## src/rtl/midi_msg_parser.sv

```systemverilog
// MIDI byte-stream parser: assembles channel messages into packed words,
// queues them in a show-ahead FIFO and holds the most recent one.
module midi_msg_parser #(
   parameter int FIFO_DEPTH          = 4,
   parameter bit NOTE_ON_ZERO_AS_OFF = 1'b1,
   localparam int AW = $clog2(FIFO_DEPTH),
   localparam int CW = $clog2(FIFO_DEPTH) + 1
) (
   input  logic          clock,
   input  logic          reset,
   input  logic          byte_valid,
   input  logic [7:0]    byte_data,
   input  logic          msg_pop,
   input  logic          clr_overflow,
   output logic          msg_valid,
   output logic [31:0]   msg_data,
   output logic [CW-1:0] msg_count,
   output logic [31:0]   last_msg,
   output logic          overflow
);

   typedef enum logic [1:0] {
      IDLE,
      WAIT_D1,
      WAIT_D2,
      SYSEX
   } state_t;

   state_t        state;
   logic [7:0]    rs;
   logic          need2;
   logic [7:0]    d1;
   logic [31:0]   mem [FIFO_DEPTH];
   logic [AW-1:0] wr_ptr;
   logic [AW-1:0] rd_ptr;

   logic          is_rt;
   logic          is_sx;
   logic          is_sys;
   logic          is_chan;
   logic          is_data;
   logic          emit;
   logic [7:0]    d1v;
   logic [7:0]    d2v;
   logic [7:0]    st;
   logic [31:0]   emit_msg;
   logic          full;
   logic          pop;
   logic          push;
   logic          drop;

   assign is_rt   = &byte_data[7:3];
   assign is_sx   = byte_data == 8'hF0;
   assign is_sys  = byte_data[7:4] == 4'hF && !is_rt && !is_sx;
   assign is_chan = byte_data[7] && byte_data[7:4] != 4'hF;
   assign is_data = !byte_data[7];

   assign emit = byte_valid && is_data &&
                 ((state == WAIT_D1 && !need2) || state == WAIT_D2);

   assign d1v = (state == WAIT_D2) ? d1 : byte_data;
   assign d2v = (state == WAIT_D2) ? byte_data : 8'h00;

   // Velocity-zero Note On is reported as Note Off; rs keeps the 9n status.
   always_comb begin
      st = rs;
      if (NOTE_ON_ZERO_AS_OFF && rs[7:4] == 4'h9 && d2v == 8'h00)
         st = {4'h8, rs[3:0]};
   end

   assign emit_msg = {8'h00, st, d1v, d2v};

   assign full      = msg_count == CW'(FIFO_DEPTH);
   assign msg_valid = msg_count != '0;
   assign msg_data  = msg_valid ? mem[rd_ptr] : 32'h0;
   assign pop       = msg_pop && msg_valid;
   assign push      = emit && (!full || pop);
   assign drop      = emit && full && !pop;

   always_ff @(posedge clock) begin
      if (push)
         mem[wr_ptr] <= emit_msg;
   end

   always_ff @(posedge clock) begin
      if (!reset) begin
         state     <= IDLE;
         rs        <= 8'h00;
         need2     <= 1'b0;
         d1        <= 8'h00;
         wr_ptr    <= '0;
         rd_ptr    <= '0;
         msg_count <= '0;
         last_msg  <= 32'h0;
         overflow  <= 1'b0;
      end else begin
         if (byte_valid) begin
            unique case (1'b1)
               is_rt: ;
               is_chan: begin
                  rs    <= byte_data;
                  need2 <= !(byte_data[7:4] == 4'hC ||
                             byte_data[7:4] == 4'hD);
                  state <= WAIT_D1;
               end
               is_sx: begin
                  rs    <= 8'h00;
                  state <= SYSEX;
               end
               is_sys: begin
                  rs    <= 8'h00;
                  state <= IDLE;
               end
               is_data: begin
                  case (state)
                     WAIT_D1: begin
                        if (need2) begin
                           d1    <= byte_data;
                           state <= WAIT_D2;
                        end
                     end
                     WAIT_D2: state <= WAIT_D1;
                     default: ;
                  endcase
               end
            endcase
         end

         if (emit)
            last_msg <= emit_msg;
         if (pop)
            rd_ptr <= rd_ptr + 1'b1;
         if (push)
            wr_ptr <= wr_ptr + 1'b1;

         case ({push, pop})
            2'b10:   msg_count <= msg_count + 1'b1;
            2'b01:   msg_count <= msg_count - 1'b1;
            default: ;
         endcase

         if (drop)
            overflow <= 1'b1;
         else if (clr_overflow)
            overflow <= 1'b0;
      end
   end

endmodule

```

## config.mk

```make
export PLATFORM = sky130hd
export DESIGN_NAME = midi_msg_parser
export DESIGN_NICKNAME = d
export VERILOG_FILES = /design/src/rtl/midi_msg_parser.sv
export SDC_FILE = /design/constraint.sdc
export NUM_CORES = 1
export LEC_CHECK = 0
export CAP_MARGIN = 10
export CORE_UTILIZATION = 50
export DETAILED_ROUTE_END_ITERATION = 12
export PLACE_DENSITY = 0.74
export SKIP_CTS_REPAIR_TIMING = 1
export SLEW_MARGIN = 20
export SYNTH_ARGS = -nofsm -noshare
export SYNTH_HDL_FRONTEND = slang
export SYNTH_SLANG_ARGS = --single-unit
```

## constraint.sdc

```tcl
create_clock -name clock -period 4.7 [get_ports clock]
set_clock_uncertainty 0.05 [all_clocks]
set_input_delay 0.94 -clock clock [delete_from_list [all_inputs] [get_ports clock]]
set_output_delay 0.94 -clock clock [all_outputs]
set_load 0.05 [all_outputs]
```

Word-level counts from Yosys, hierarchy flattened
Memory sizes are Yosys's and may differ from the RTL's. A register that Yosys moved wholly into a read port is not among the register bits.
Index checks and enable logic that the tools add are counted.
W data, S select, Z words.
{ "classes": {"div": 0, "muxes": 16, "add_sub_neg": 4, "magnitude_cmp": 0, "eq_ne": 13, "bitwise": 1, "shifts": 0, "reduce_logical": 33, "mul": 0} }
{ "op_table": {"columns": ["operator", "count"], "rows": [
  ["$mux W32", 1],
  ["$mux W8", 3],
  ["$eq A4 B4 Y1 const B", 4],
  ["$pmux W8 S2", 1],
  ["$logic_and A1 B1 Y1", 11],
  ["$eq A8 B8 Y1 const B", 1],
  ["$logic_not A8 Y1", 1],
  ["$mux W2", 4],
  ["$ne A4 B4 Y1 const B", 2],
  ["$pmux W2 S4", 1],
  ["$reduce_and A4 Y1", 2],
  ["$logic_not A1 Y1", 7],
  ["$pmux W3 S2", 1],
  ["$reduce_bool A2 Y1", 3],
  ["$reduce_and A5 Y1", 1],
  ["$add A2 B1 Y2 const B", 2],
  ["$eq A2 B1 Y1 const B", 2],
  ["$eq A2 B2 Y1 const B", 2],
  ["$mux W1", 4],
  ["$ne A4 B2 Y1 const B", 1],
  ["$pmux W2 S2", 1],
  ["$reduce_and A2 Y1", 2],
  ["$reduce_bool A4 Y1", 1],
  ["$add A3 B1 Y3 const B", 1],
  ["other kinds (6)", 8]
]} }
{ "word_totals": {"latchBits": 0, "ram_bits": 96, "wordCells": 77, "mem_bits_ro": 0, "mem_count": 1, "out_inout_bits": 69, "register_bits": 50} }
{ "mem_list": {"columns": ["name", "words", "word_bits", "rd", "rd_clocked_by_memory_dff", "wr", "line_no", "source"], "rows": [
  ["mem", 4, 24, 1, 1, 1, "33", "logic [31:0] mem [FIFO_DEPTH];"]
]} }

Depth between registers and ports, before layout
{ "logic_depth": {"ltp_word": 7, "ltp_mapped": 11, "mapped_depth_nobuf": 10} }

Worst setup path after synthesis
OpenSTA, ideal clock, no wires.
{ "synth_timing": {"kind": "register -> output", "start": "register msg_count[0]", "end": "output msg_data[14]", "stages_incl_launch_ff": 5, "setup_slack_ps": 1512, "required_time_ps": 3710, "arrival_time_ps": 2198, "cell_sequence": "dfxtp_1 > or3_1 > buf_2 > clkbuf_1 > and2_1"} }
{ "synth_via": {"elab_chain_len": 2} }
{ "synth_rtl": {"columns": ["item", "line_no", "source"], "rows": [
  ["start: declaration", "17", "output logic [CW-1:0] msg_count,"],
  ["start signal: assignment", "137", "2'b10: msg_count <= msg_count + 1'b1;"],
  ["start signal: assignment", "138", "2'b01: msg_count <= msg_count - 1'b1;"],
  ["$reduce_bool A3 Y1", "74", "assign msg_valid = msg_count != '0;"],
  ["net msg_valid", "15", "output logic msg_valid,"],
  ["$mux W32", "75", "assign msg_data = msg_valid ? mem[rd_ptr] : 32'h0;"],
  ["end: declaration", "16", "output logic [31:0] msg_data,"]
]} }
The timed path passes the listed nets, and every way through them passes these cells.

Worst setup path after layout
{ "layout_timing": {"start": "register msg_count[0]", "end": "output msg_data[9]"} }
{ "layout_via": {"elab_chain_len": 2} }
{ "layout_rtl": {"columns": ["item", "line_no"], "rows": [
  ["$reduce_bool A3 Y1", "74"],
  ["$mux W32", "75"]
]} }
No other way between the ends.

==> flow_summary.toml <==
[routing]
drt-total-wl_mm = 12.3
dr_total_vias = 3744
routedWlPerCell_um = 18.2
via_per_inst = 5.53
firstDrtPassIters = 4
met3_length_um = 581
initialDrtViolationCount = 259
highest_layer = "met4"
route.antenna.remaining_nets = 0
met1_length_mm = 5.43
drt_drc_violations_left = 0
met2WireLength_mm = 6.14

[synth]
postSynthCellCount = 455
synthFlopType = "edfxtp_1"
ys_types = 52
yosys.area.top_type_share = 0.467
synth-edff-count = 96
ys_seq_elements = 148
netlist_area_um2 = 6180
synth.yosys.warnings = 0
yosys-top-cells-area = "edfxtp_1 (47%), dfxtp_1 (17%), mux4_2 (8.8%), and2_1 (3.6%), nand2_1 (3.2%)"
avgSynthCellArea_um2 = 13.6
asyncSetResetFlopFracSynth = 0
synth_area_leader_cell = "edfxtp_1"
synth_seq_area_share = 0.635

[clock_network]
clock_path_buffers = 2
cts_inserted_buffers = 17
clock_tree.root_cell = "clkbuf_16"
tritoncts_clock_tree = "done"
clk-insertion-delay-late_ps = 410
htree_num_levels = 4
tritoncts_num_sinks = 148
cts.clk_slew.worst_paths_ps = 60

[power]
p_seq_frac = 0.430
switching_power_uw = 723
power.switching_fraction = 0.216
p_int_uw = 2620
power.share.clock = 0.481
power.combinational.fraction = 0.089
power_per_cell_area_nw_per_um2 = 442
max-vdd-ir-drop_mv = 0.285
leakagePower_uw = 0.00258

[worst_setup_path]
worstPathRequired_ps = 3710
arrival_time_at_the_worst_endpoint_ps = 2690
timing.critical_path.from_type = "register"
timing.critical_path.fanout_max = 27
cp-end-kind = "output port"
timing.setup.critical_path_class = "register to output port"

[place]
place_congestion = 0.810
post-dp-hpwl_mm = 7.79
buffer_ports.inserted = 65

[grt]
antenna_found_initial = 0
grt_first_pass_wirelength_mm = 19.8
grt_pass1_vias = 3767
grt_max_degree = 31
gr-usage-all-layers = 0.208
overflow = 0

[die]
initial_standard_cell_utilization_of_the_core = 0.514
placement_rows = 40
num_io_pins = 82
core_box_area_um2 = 12000
die_w_um = 113
die_span_y_um = 113
die_footprint_um2 = 12800

[timing]
finalHoldViolCount = 0
slew_headroom = 0.374
totalNegativeSetupSlack_ps = 0
final_setup_vio_count = 0
worst-slew-pin-transition_ps = 939
final.hold.worst_slack_ps = 404
period_needed_ps = 3680
rsz0062_at_grt = "no"
min_period_over_period = 0.784
count_of_pins_over_their_slew_limit = 0
fmaxAchievable_ghz = 0.272

[cells_and_area]
fill_cells = 917
total_area_of_multi_input_combinational_cells_um2 = 1990
final-seq-area_um2 = 3920
syn2layout_area_growth_pct = 22.4
post_route_cells_drive_above_1_share = 0.153
finish.net_count = 537
n_antenna_cell = 0

[worst_hold_path]
min_path_type = "register to register"

[status]
outcome = "finished clean"

[run]
drv.max_cap_violation_count = 0
## through the flow
| step | setup WS (ps) | instances | utilization | total power, uW | area (um^2) |
|---|---|---|---|---|---|
| 4_1_cts | 888 | 677 | 0.629 | 3360 | 7560 |
| 3_5_place_dp | 1330 | 645 | 0.570 | 1760 | 6850 |
| 6_report | 1020 | 677 | 0.629 | 3340 | 7560 |
| 5_1_grt | 797 | 677 | 0.629 | 3440 | 7560 |
| 2_1_floorplan | 1510 | 470 | - | 1690 | 6230 |
| 3_3_place_gp | 1430 | 645 | 0.570 | 1760 | 6850 |
## cells by family after synthesis
kind of cell	count (synthesis)	synth area share
fa+ha+maj	7	0.0154
simple gates	142	0.120
compound gates	68	0.0747
buf+inv	56	0.0516
xor+xnor	3	0.00425
mux	30	0.0984
flops	148	0.635
other cells	1	0.000607
## critical path, cell delays in order, from the launching register on
cell and delay (ps):
dfxtp_1 520, or3_1 710, and2_1 240, clkdlybuf4s50_1 800
## layout by cell type (no fill, tap or decap), types with 2 or more instances in the layout
master / n
nand2b_1: 5
xor2_1: 2
nand2b_4: 2
nor2b_1: 2
edfxtp_1: 96
and3_1: 3
bufinv_16: 8
o311ai_1: 2
clkdlybuf4s50_1: 65
clkinvlp_4: 2
nand2_1: 52
o22ai_1: 2
a311oi_1: 2
mux2_2: 6
clkbuf_16: 17
a21oi_1: 31
clkinv_1: 2
o21ai_1: 3
buf_4: 8
a211oi_2: 2
nand3_1: 4
o21ai_0: 3
nand3b_1: 2
dfxtp_1: 52
ha_1: 6
or2_2: 3
and2_1: 36
mux4_2: 24
a22o_1: 7
conb_1: 16
inv_1: 10
nor3_1: 4
o2111ai_1: 2
a22oi_1: 7
nand4_1: 2
nor2_1: 20
## cells in the mapped netlist (all sizes together) (3+ instances only)
library cell / n
edfxtp: 96
dfxtp: 52
nand2: 52
and2: 36
buf: 36
a21oi: 32
mux4: 24
nor2: 20
inv: 11
clkbuf: 9
a22o: 7
a22oi: 7
nand2b: 7
o21ai: 7
ha: 6
mux2: 6
nand3: 4
nor3: 4
and3: 3
nor2b: 3
or2: 3
## power groups by stage
stage / clock network, uW / logic (uW) / registers, uW
floorplan: 0 / 214 / 1480
finish: 1610 / 298 / 1440
detailed placement: 0 / 299 / 1460
global placement: 0 / 294 / 1460
global route: 1680 / 320 / 1440
CTS: 1620 / 300 / 1440
## metal layers
metal	global-route usage	up-vias
met5	0	-
met4	0.0623	0
met3	0.0611	19
met2	0.347	101
met1	0.263	1864
li1	-	1760
## state kept, by name, summed over array words and instances (netlist names), named ones only
register	cells
need2	1
rs	8
wr_ptr	2
mem	96
overflow	1
d1	7
last_msg	24
msg_count	3
state	2
rd_ptr	2
## cell type report
cell class / count / area share
clock buffer: 18 / 0.0568
clock inverter: 14 / 0.0371
inverter: 11 / 0.00546
multi-input combinational: 266 / 0.263
sequential: 148 / 0.519
tap: 147 / 0.0243
timing repair buffer: 73 / 0.0940
## path summary, 6_finish.rpt
kind                            depth (start not counted)         start  slack [ps]           end
worst max-delay path                                    3  msg_count[0]        1020   msg_data[9]
worst min register to register                          2   last_msg[8]         400   last_msg[8]
worst max register to register                          9      state[0]        1860  msg_count[2]
worst min-delay path                                    2   last_msg[8]         400   last_msg[8]
(Power assumes the default switching activity.)
